## config.mk

```make
export PLATFORM = sky130hd
export DESIGN_NAME = rv_multicycle_controller
export DESIGN_NICKNAME = d
export VERILOG_FILES = /design/src/rtl/rv_multicycle_controller.sv
export SDC_FILE = /design/constraint.sdc
export NUM_CORES = 1
export LEC_CHECK = 0
export ABC_CLOCK_PERIOD_IN_PS = 6300
export CAP_MARGIN = 20
export CORE_MARGIN = 3
export CORE_UTILIZATION = 47
export CTS_CLUSTER_SIZE = 8
export DETAILED_ROUTE_END_ITERATION = 7
export PLACE_DENSITY_LB_ADDON = 0.25
export SLEW_MARGIN = 20
export SYNTH_ARGS = -nofsm -noshare
export SYNTH_HDL_FRONTEND = slang
export SYNTH_SLANG_ARGS = --single-unit
```

## constraint.sdc

```tcl
create_clock -name clk -period 6.3 [get_ports clk]
set_input_delay 1.26 -clock clk [delete_from_list [all_inputs] [get_ports clk]]
set_output_delay 1.26 -clock clk [all_outputs]
set_load 0.03 [all_outputs]
```

## src/rtl/rv_multicycle_controller.sv

```systemverilog
// Multi-cycle RV32I/RV64I control unit: FETCH/DECODE/EXEC/MEM/WB sequencing with memory handshakes,
// immediate generation, ALU opcode decode, retired-instruction counting and an illegal-opcode trap.
module rv_multicycle_controller #(
  parameter int unsigned XLEN  = 64,
  parameter int unsigned CNT_W = 32
) (
  input  logic             clk,
  input  logic             rst,
  input  logic [31:0]      instr,
  input  logic             instr_valid,
  input  logic             mem_ready,
  input  logic             alu_zero,
  output logic             ir_write,
  output logic             pc_write,
  output logic             pc_src,
  output logic             alu_src_a,
  output logic             alu_src_b,
  output logic [3:0]       alu_control,
  output logic             imem_read,
  output logic             mem_read,
  output logic             mem_write,
  output logic             reg_write,
  output logic [1:0]       wb_sel,
  output logic [XLEN-1:0]  imm,
  output logic             illegal,
  output logic [CNT_W-1:0] instret,
  output logic [2:0]       state
);

  localparam int unsigned ILEN = 32;
  localparam logic [ILEN-1:0] NOP = 32'h0000_0013;

  localparam logic [6:0] OP_R      = 7'b0110011;
  localparam logic [6:0] OP_I      = 7'b0010011;
  localparam logic [6:0] OP_LOAD   = 7'b0000011;
  localparam logic [6:0] OP_STORE  = 7'b0100011;
  localparam logic [6:0] OP_BRANCH = 7'b1100011;
  localparam logic [6:0] OP_JAL    = 7'b1101111;
  localparam logic [6:0] OP_LUI    = 7'b0110111;

  localparam logic [3:0] ALU_ADD  = 4'b0000;
  localparam logic [3:0] ALU_SUB  = 4'b0001;
  localparam logic [3:0] ALU_AND  = 4'b0010;
  localparam logic [3:0] ALU_OR   = 4'b0011;
  localparam logic [3:0] ALU_XOR  = 4'b0100;
  localparam logic [3:0] ALU_SLL  = 4'b0101;
  localparam logic [3:0] ALU_SRL  = 4'b0110;
  localparam logic [3:0] ALU_SRA  = 4'b0111;
  localparam logic [3:0] ALU_SLT  = 4'b1000;
  localparam logic [3:0] ALU_SLTU = 4'b1001;

  typedef enum logic [2:0] {
    FETCH  = 3'd0,
    DECODE = 3'd1,
    EXEC   = 3'd2,
    MEM    = 3'd3,
    WB     = 3'd4,
    TRAP   = 3'd7
  } state_t;

  state_t           cur_state, nxt_state;
  logic [ILEN-1:0]  ir;
  logic [CNT_W-1:0] count;
  logic             retire;
  logic             supported;
  logic             taken;
  logic [6:0]       opcode;
  logic [2:0]       funct3;
  logic [ILEN-1:0]  imm32;

  assign opcode = ir[6:0];
  assign funct3 = ir[14:12];
  assign taken  = ((funct3 == 3'b000) && alu_zero) || ((funct3 == 3'b001) && !alu_zero);

  // Opcode legality; only BEQ/BNE are implemented among branches
  always_comb begin
    supported = 1'b0;
    case (opcode)
      OP_R, OP_I, OP_LOAD, OP_STORE, OP_JAL, OP_LUI: supported = 1'b1;
      OP_BRANCH: supported = (funct3 == 3'b000) || (funct3 == 3'b001);
      default:   supported = 1'b0;
    endcase
  end

  // ALU opcode; instr[30] selects SUB only for register-register forms
  always_comb begin
    alu_control = ALU_ADD;
    case (opcode)
      OP_R, OP_I: begin
        case (funct3)
          3'b000:  alu_control = (opcode == OP_R && ir[30]) ? ALU_SUB : ALU_ADD;
          3'b001:  alu_control = ALU_SLL;
          3'b010:  alu_control = ALU_SLT;
          3'b011:  alu_control = ALU_SLTU;
          3'b100:  alu_control = ALU_XOR;
          3'b101:  alu_control = ir[30] ? ALU_SRA : ALU_SRL;
          3'b110:  alu_control = ALU_OR;
          default: alu_control = ALU_AND;
        endcase
      end
      OP_BRANCH: alu_control = ALU_SUB;
      default:   alu_control = ALU_ADD;
    endcase
  end

  // Immediate assembled at 32 bits, then sign-extended to XLEN
  always_comb begin
    case (opcode)
      OP_I, OP_LOAD: imm32 = {{20{ir[31]}}, ir[31:20]};
      OP_STORE:      imm32 = {{20{ir[31]}}, ir[31:25], ir[11:7]};
      OP_BRANCH:     imm32 = {{19{ir[31]}}, ir[31], ir[7], ir[30:25], ir[11:8], 1'b0};
      OP_JAL:        imm32 = {{11{ir[31]}}, ir[31], ir[19:12], ir[20], ir[30:21], 1'b0};
      OP_LUI:        imm32 = {ir[31:12], 12'b0};
      default:       imm32 = '0;
    endcase
  end

  assign imm     = XLEN'($signed(imm32));
  assign illegal = (cur_state == TRAP);
  assign instret = count;
  assign state   = cur_state;

  always_ff @(posedge clk or posedge rst) begin
    if (rst) begin
      cur_state <= FETCH;
      ir        <= NOP;
      count     <= '0;
    end else begin
      cur_state <= nxt_state;
      if (ir_write) ir <= instr;
      if (retire)   count <= count + CNT_W'(1);
    end
  end

  // Next state and strobes; everything is forced quiet while reset is held
  always_comb begin
    nxt_state = cur_state;
    ir_write  = 1'b0;
    pc_write  = 1'b0;
    pc_src    = 1'b0;
    alu_src_a = 1'b0;
    alu_src_b = 1'b0;
    imem_read = 1'b0;
    mem_read  = 1'b0;
    mem_write = 1'b0;
    reg_write = 1'b0;
    wb_sel    = 2'b00;
    retire    = 1'b0;
    if (!rst) begin
      case (cur_state)
        FETCH: begin
          imem_read = 1'b1;
          if (instr_valid) begin
            ir_write  = 1'b1;
            pc_write  = 1'b1;
            nxt_state = DECODE;
          end
        end
        DECODE: nxt_state = supported ? EXEC : TRAP;
        EXEC: begin
          case (opcode)
            OP_R: nxt_state = WB;
            OP_I, OP_LUI: begin
              alu_src_b = 1'b1;
              nxt_state = WB;
            end
            OP_LOAD, OP_STORE: begin
              alu_src_b = 1'b1;
              nxt_state = MEM;
            end
            OP_BRANCH: begin
              pc_write  = taken;
              pc_src    = taken;
              retire    = 1'b1;
              nxt_state = FETCH;
            end
            OP_JAL: begin
              alu_src_a = 1'b1;
              alu_src_b = 1'b1;
              pc_write  = 1'b1;
              pc_src    = 1'b1;
              nxt_state = WB;
            end
            default: nxt_state = TRAP;
          endcase
        end
        MEM: begin
          if (opcode == OP_STORE) begin
            mem_write = 1'b1;
            if (mem_ready) begin
              retire    = 1'b1;
              nxt_state = FETCH;
            end
          end else begin
            mem_read = 1'b1;
            if (mem_ready) nxt_state = WB;
          end
        end
        WB: begin
          reg_write = 1'b1;
          if (opcode == OP_LOAD)     wb_sel = 2'b01;
          else if (opcode == OP_JAL) wb_sel = 2'b10;
          retire    = 1'b1;
          nxt_state = FETCH;
        end
        TRAP:    nxt_state = TRAP;
        default: nxt_state = FETCH;
      endcase
    end
  end

endmodule

```

---- Word level (Yosys, flattened, before mapping) ----
Index checks and enable logic that the tools add are counted.
operators by class
  $add $sub $neg .......................... 1
  eq/ne operators ......................... 20
  muxes and demuxes ....................... 46
  bitwise logic cells ..................... 1
  reduce and logical (&&, ||, !) cells .... 15
operators with widths
  cell                                                  count
  one-hot mux 32 bit (5 select lines)                   1
  adder 32 x 1 -> 32 bit (second input constant)        1
  two-way mux 1 bit                                     28
  one-hot mux 4 bit (7 select lines)                    1
  equality test 7 x 6 -> 1 bit (second input constant)  3
  equality test 3 bit (second input constant)           5
  two-way mux 3 bit                                     5
  one-hot mux 3 bit (5 select lines)                    1
  equality test 7 bit (second input constant)           2
  equality test 3 x 2 -> 1 bit (second input constant)  4
  one-hot mux 3 bit (3 select lines)                    1
  two-way mux 2 bit                                     4
  one-hot mux 4 bit (2 select lines)                    1
  equality test 7 x 2 -> 1 bit (second input constant)  1
  equality test 7 x 5 -> 1 bit (second input constant)  1
  equality test 3 x 1 -> 1 bit (second input constant)  2
  zero test 3 bit                                       2
  one-hot mux 1 bit (2 select lines)                    3
  OR reduction 2 bit                                    3
  OR reduction 6 bit                                    1
  OR reduction 5 bit                                    1
  inequality test 2 bit (second input constant)         2
  OR reduction 4 bit                                    1
  logical AND 1 bit                                     3
  other kinds (5)                                       6
storage, ports and cells
  bits in registers ....................... 67
  input bits .............................. 37
  output and inout bits ................... 115
  word-level logic and storage cells ...... 86

---- Depth between registers and ports, before layout ----
Gate-level depths: netlist (run 1).
  depth in word-level cells ............... 6
  depth in mapped cells ................... 8
  mapped depth without buffers ............ 5

---- Worst setup path after synthesis (run 1) ----
OpenSTA, ideal clock, no wires.
  kind .................................... input to output
  from .................................... input port rst
  to ...................................... output port ir_write
  arrival time ............................ 4.197 ns
  data required time ...................... 5.040 ns
  setup slack ............................. 0.843 ns
  stages on the path ...................... 6
  buffers on the path ..................... 1
  path through ............................ inv_1 -> nand2_1 -> nor2_1 -> nand2_1 -> buf_1 -> inv_1
between the ends
  longest elaborated chain between the ends .. 1
RTL lines
  item               line  text
  start, declared    8     input logic rst,
  two-way mux 1 bit  149   if (!rst) begin
  end, declared      13    output logic ir_write,
No other way between the ends.

---- Final worst setup path (run 1) ----
  from .................................... register ir[4]
  to ...................................... output port imm[56]
between the ends
  longest elaborated chain between the ends .. 3
  elaborated cells on any way between the ends .. 8
  classes of those cells .................. eq/ne (6); mux (1); reduce/logical (1)
RTL lines
  item                                                                          line  text
  start, declared                                                               62    logic [ILEN-1:0] ir;
  start signal, assigned                                                        130   if (ir_write) ir <= instr;
  equality test 7 x 2 -> 1 bit or equality test 7 x 5 -> 1 bit (tied branches)  108   case (opcode)
  OR reduction 2 bit                                                            108
  one-hot mux 32 bit (5 select lines) *                                         108
  end, declared                                                                 24    output logic [XLEN-1:0] imm,
Every way passes the cells marked *; elsewhere a longest branch is shown, timed or not.

==> metrics.txt, run 1 <==
outcome finished, final reports clean; first-pass GRT wire length 15950 um; Fill cells 615; grt peak-use layer met2; Worst VDD drop 0.2186 mV; Final Hold Vio Count 0; Synth Cell Area 3829 um2; register area share after synthesis 0.4389; final net count 533; GR Util All Layers 0.2214; synth cell count leaders 64 x dfrtp_1, 32 x buf_4, 32 x mux2_2; largest fanout on the critical path 33; actual slew at the worst max-slew pin 1.041 ns; CP required 5.04 ns; antenna viol nets, final 0; crit path time final 5.007 ns; Max stage delay on crit path 0.84 ns; Post-CTS Resized 0; met1 usage 0.2747; capture point of the worst reg-to-reg path instret[28]$_DFFE_PP0P_; clock root buffer master clkbuf_8; crit path cell chain nor2b_1 > nand2b_1 > a211oi_2 > a21oi_1 > nor2b_2 > clkdlybuf4s50_1; DRC 0; worst hold path depth 1; final setup fails 0; H-tree Lvls 3; via/cell ratio 5.326; drt wl/cell 16.29 um; WHS 0.4750 ns; Pre-antenna DRT Iters 4; synthesized area per cell 10.08 um2; Remaining Overflow, GRT 0; num rows 32; Slew Limit Fails 0; total CTS buffers 9; cts hold-fix bufs 0; Worst slew margin 0.3025; gp weighted congestion 0.8954; largest cells by area after synthesis dfrtp_1 42%, mux2_2 9.4%, buf_4 6.3%, xnor2_1 5.3%, a21o_1 3.7%; maximum clock frequency 199.7 MHz; top-count cell post-synth dfrtp_1; Post-CTS Setup Inserts 0; final period utilization 0.7947; PD cells 330.7 nW/um2; number of synthesized flops with an enable pin 0; detailed-route via count 3206; die area 9265 um2; multi-input logic area 1827 um2; Initial Util 0.4904; synth warn 0; DP HPWL 7193 um; slowest CP cell clkdlybuf4s50_1; final WL 9808 um; met2 Use GR 0.3686; Iteration-0 DRC Markers 110; ys async rst share 1.000; cell taking the most area after synthesis dfrtp_1; max_cap viols 0; clock tree sinks 67; final setup TNS 0 ns; Min-Delay Path Class reg2reg; post-synth top area share 0.4183; Design Power 1784 uW; Port-buffer cells 151; net count after synthesis 418; I/O Pins 152; Worst-path clk slew 0.08 ns; Antenna Cells 0; Worst Path Class, Setup reg2out; R2R cell count 5; crit path DAT 3.75 ns; sequential cell area 1680 um2; insertion delay to the later sink of the worst-skew pair 0.34 ns; vias in the first global route 3240; Die X 96.26 um; met3 usage 0.06020; kind of start point of the critical path register; Top FF cell, synth dfrtp_1; initial antenna violation count 0; RR Startpoint ir[3]$_DFFE_PP0P_; hold path endpoint instret[31]$_DFFE_PP0P_; hold path startpoint instret[31]$_DFFE_PP0P_; Yosys reg bits 67; r2r setup slk 3.43 ns; CP Capture Type output pin; post-synthesis cell type count 51; clk_skew 0.007588 ns; LEAKAGE 0.002318 uW; core area 7807 um2; RSZ-0062 raised after global routing false; area grow syn2layout 40.88%; cell count after synthesis 380; Die H 96.26 um; proportion of layout cells with a drive suffix above 1 0.1280; CTS max path bufs 2; largest net degree at the start of global routing 70; CTS tree done
==> how the worst max path moves through the flow <==
stage                            startpoint  slack [ns]  endpoint  depth (start not counted)
after detailed placement  ir[4]$_DFFE_PP1P_        1.40   imm[51]                          6
after global placement    ir[4]$_DFFE_PP1P_        1.63   imm[36]                          6
after floorplan                         rst        0.84  ir_write                          6
final                     ir[4]$_DFFE_PP1P_        1.29   imm[56]                          6
after CTS                 ir[4]$_DFFE_PP1P_        0.92   imm[51]                          6
after global routing      ir[4]$_DFFE_PP1P_        0.96   imm[38]                          6
==> worst max-delay path: cells and delay by family, from the launching register on <==
| kind | cells | cell delay (ns) |
|---|---|---|
| compound gates | 2 | 0.70 |
| buf+inv | 1 | 0.84 |
| flops | 1 | 0.62 |
| simple gates | 3 | 1.26 |
==> report_power, final <==
part / switching [uW] / total (uW) / leakage [uW] / internal, uW
Combinational: 362 / 701 / 0.00136 / 339
Sequential: 162 / 723 / 0.000857 / 560
Clock: 167 / 360 / 0.000102 / 193
==> cells in the final DEF, fill, tap and decap left out, types with 2 or more instances in the layout <==
cell type	synthesis	layout
a21o_1	19	19
a31oi_1	5	4
clkinv_2	0	2
nand3_1	20	20
inv_1	8	7
nand2_1	29	29
mux2_2	32	32
o311a_1	2	2
a21oi_1	7	7
a22o_1	4	4
nor2b_1	3	2
and4_1	2	2
clkdlybuf4s50_1	0	151
o22ai_1	2	2
a2bb2oi_1	2	2
buf_4	32	2
nor3b_1	3	3
nand2b_1	6	6
clkinv_4	0	2
and2_1	9	9
dfrtp_1	64	64
xnor2_1	23	23
dfstp_2	3	3
nand4_1	10	10
xor2_1	8	8
nand3b_1	3	3
o21ai_0	4	4
and3_1	7	7
nor4_1	4	3
nor2_1	19	19
clkbuf_8	0	10
or3_1	3	3
nor3_1	12	12
==> through the flow <==
step           setup slack [ns]  cells    util  instance area [um2]
4_1_cts                  0.9186    602  0.6883                 5374
3_5_place_dp              1.397    586  0.6623                 5171
3_3_place_gp              1.632    586  0.6623                 5171
5_1_grt                  0.9637    602  0.6909                 5394
6_report                  1.293    602  0.6909                 5394
2_1_floorplan            0.8430    380       -                 3829
==> layer usage <==
metal  up-vias  share of wire
met5         -              0
met1      1545           0.41
met3         6          0.073
met2       119           0.51
met4         0         0.0071
li1       1536              -
==> flip-flops by register name (all words and copies together) (netlist names) <==
register and cells:
state 3, ir 32, instret 32
==> kinds of logic (layout without fill, tap and decap cells) <==
family                   count (synthesis)  count (layout)  synth area share
AO/OA/AOI/OAI                           52              52           0.09641
AND/OR/NAND/NOR                        137             137            0.1951
buffers and inverters                   57             177           0.09150
flip-flops                              67              67            0.4389
multiplexers                            34              34           0.09967
adder cells (fa/ha/maj)                  1               1          0.003267
XOR/XNOR                                32              32           0.07516
==> final cells by class <==
type,instances,share of cell area
Clock inverter,6,0.01206
Sequential cell,67,0.3115
Multi-Input combinational cell,256,0.3387
Clock buffer,10,0.02552
Inverter,8,0.005567
Timing Repair Buffer,153,0.2830
Tap cell,102,0.02366
Power figures use the tool's default switching activity.
==> run 2, diff against run 1 <==
--- a/config.mk
+++ b/config.mk
@@ -5,10 +5,10 @@
 export SDC_FILE = /design/constraint.sdc
 export NUM_CORES = 1
 export LEC_CHECK = 0
-export ABC_CLOCK_PERIOD_IN_PS = 6300
+export ABC_CLOCK_PERIOD_IN_PS = 4800
 export CAP_MARGIN = 20
 export CORE_MARGIN = 3
-export CORE_UTILIZATION = 47
+export CORE_UTILIZATION = 44
 export CTS_CLUSTER_SIZE = 8
 export DETAILED_ROUTE_END_ITERATION = 7
 export PLACE_DENSITY_LB_ADDON = 0.25
==> constraint.sdc (replaced) <==
create_clock -name clk -period 4.8 [get_ports clk]
set_input_delay 0.96 -clock clk [delete_from_list [all_inputs] [get_ports clk]]
set_output_delay 0.96 -clock clk [all_outputs]
set_load 0.03 [all_outputs]
==> run 2 against run 1 <==
Highest routed layer unchanged. Global-route usage fell by 1.5 points. Worst setup slack got worse by 0.65 ns. Count of clock-buffer cells in the layout fell by 1. Critical endpoint is now imm[29]. Largest power group unchanged.
==> metrics.txt, run 2 (synthesis results as in run 1) <==
outcome finished, final reports clean; Max stage delay on crit path 0.68 ns (-0.16 ns); DP HPWL 7427 um (+3.2%); Power Internal 1427 uW (+31%); crit path time final 4.153 ns; detailed-route via count 3233 (+0.84%); CP Capture Type output pin; LEAKAGE 0.002345 uW (+1.2%); CTS max path bufs 2 (unchanged); crit path cell chain nand4bb_1 > buf_4 > or3_1 > o21ai_1 > and2_1 > a21o_1 > clkdlybuf4s50_1; final WL 10070 um (+2.7%); drt wl/cell 16.48 um (+1.2%); final period utilization 0.8651; Final Hold Vio Count 0 (unchanged); initial antenna violation count 0 (unchanged); Iteration-0 DRC Markers 152 (+38%); switching share of power 0.3926 (+0.004998); Port-buffer cells 151 (unchanged); Initial Util 0.4590 (-0.03134); Die H 99.28 um (+3.1%); share of power burned in registers 0.405 (about the same); Min-Delay Path Class reg2reg; largest fanout on the critical path 11 (-67%); Antenna Cells 0 (unchanged); clock root buffer master clkbuf_8; max_cap viols 0 (unchanged); Worst-path clk slew 0.08 ns (about the same); Pre-antenna DRT Iters 4 (unchanged); cts hold-fix bufs 0 (unchanged); PD cells 433.4 nW/um2 (+31%); Post-CTS Setup Inserts 0 (unchanged); WHS 0.4729 ns (-0.002144 ns); core area 8341 um2 (+6.8%); clk_skew 0.008555 ns (+0.0009667 ns); area grow syn2layout 41.63%; via/cell ratio 5.291 (-0.64%); commonest non-fill, non-tap cell in the layout clkdlybuf4s50_1; actual slew at the worst max-slew pin 0.8668 ns (-0.1746 ns); Slew Limit Fails 0 (unchanged); clock power share 0.203 (about the same); multi-input logic area 1807 um2 (-1.1%); final net count 539 (+1.1%); gp weighted congestion 0.8295 (-7.4%); I/O Pins 152 (unchanged); Fill cells 662 (+7.6%); Worst slew margin 0.4222 (+0.1196); largest net degree at the start of global routing 70 (unchanged); first-pass GRT wire length 16170 um (+1.4%); kind of start point of the critical path register; DRC 0 (unchanged); Die X 99.28 um (+3.1%); Post-CTS Resized 0 (unchanged); final setup TNS 0 ns (unchanged); slowest CP cell clkdlybuf4s50_1; num rows 33 (+3.1%); Worst VDD drop 0.2161 mV (-1.1%); Net Sw Power 922.5 uW (+33%); RSZ-0062 raised after global routing false; Post-Layout Inst Area 5423 um2 (+0.53%); H-tree Lvls 3 (unchanged); Remaining Overflow, GRT 0 (unchanged); commonest cells after routing, fill and taps aside 151 x clkdlybuf4s50_1, 64 x dfrtp_1, 32 x mux2_2, 29 x nand2_1, 23 x xnor2_1; GR Util All Layers 0.2064 (-0.01497); clock tree sinks 67 (unchanged); final setup fails 0 (unchanged); CTS tree done; die area 9857 um2 (+6.4%); crit path DAT 3.19 ns (-0.56 ns); vias in the first global route 3216 (-0.74%); CP required 3.84 ns (-1.20 ns); insertion delay to the later sink of the worst-skew pair 0.34 ns (about the same); Post-DP Area 5224 um2 (+1.0%); proportion of layout cells with a drive suffix above 1 0.1344 (+0.006387); combinational share of power 0.391 (-0.002); sequential cell area 1680 um2 (unchanged); total CTS buffers 9 (unchanged); antenna viol nets, final 0 (unchanged); maximum clock frequency 240.8 MHz; Worst Path Class, Setup reg2out
## run 2: per-stage QoR
stage | power [uW] | cells | util | setup WS (ns)
detailed placement | 1886 | 595 | 0.6263 | 0.8590
global placement | 1854 | 595 | 0.6263 | 0.9406
CTS | 2372 | 611 | 0.6502 | 0.6121
floorplan | 1578 | 380 | - | 0.1923
global route | 2496 | 611 | 0.6502 | 0.4667
finish | 2350 | 611 | 0.6502 | 0.6474
## run 2: worst max-delay path: cells and delay by family, from the launching register on
kind                   cells  cell delay, ns
AOI/OAI and AO/OA          2            0.41
buffers and inverters      2            0.87
DFF                        1            0.48
and+or+nand+nor            3            1.09
## run 2: routing by layer
layer | GRT usage | vias up | share of wire
li1 | - | 1549 | -
met1 | 0.2692 | 1547 | 0.43
met2 | 0.3254 | 128 | 0.47
met3 | 0.06802 | 9 | 0.090
met4 | 0.06723 | 0 | 0.0096
met5 | 0 | - | 0
## run 2: path summary, 6_finish.rpt
check | slack (ns) | from | end | cells after the start
worst max-delay path | 0.65 | ir[3]$_DFFE_PP0P_ | imm[29] | 7
worst min-delay path | 0.47 | instret[31]$_DFFE_PP0P_ | instret[31]$_DFFE_PP0P_ | 1
worst max register to register | 2.29 | state[0]$_DFFE_PP0P_ | instret[13]$_DFFE_PP0P_ | 5
worst min register to register | 0.47 | instret[31]$_DFFE_PP0P_ | instret[31]$_DFFE_PP0P_ | 1
max in group asynchronous | 2.72 | rst | ir[6]$_DFFE_PP0P_ | 3
min in group asynchronous | 1.52 | rst | ir[3]$_DFFE_PP0P_ | 3
## run 2: layout make-up
type                       count  share of cell area
tap                          105             0.02423
timing repair buffer         159              0.2898
sequential                    67              0.3099
multi-input combinational    256              0.3332
inverter                       8            0.006230
clock inverter                 7             0.01384
clock buffer                   9             0.02284
## run 2: power groups by stage
stage          registers, uW  clock network [uW]  logic (uW)
2_1_floorplan            902                   0         676
3_3_place_gp             949                   0         906
3_5_place_dp             963                   0         923
4_1_cts                  950                 495         927
5_1_grt                  986                 522         988
6_report                 953                 478         920
==> run 3, diff against run 2 <==
--- a/config.mk
+++ b/config.mk
@@ -11,6 +11,7 @@
 export CORE_UTILIZATION = 44
 export CTS_CLUSTER_SIZE = 8
 export DETAILED_ROUTE_END_ITERATION = 7
+export HOLD_SLACK_MARGIN = 0.1
 export PLACE_DENSITY_LB_ADDON = 0.25
 export SLEW_MARGIN = 20
 export SYNTH_ARGS = -nofsm -noshare
==> results of run 3 <==
No change in the layout: final DEF, timing and power equal those of run 2.
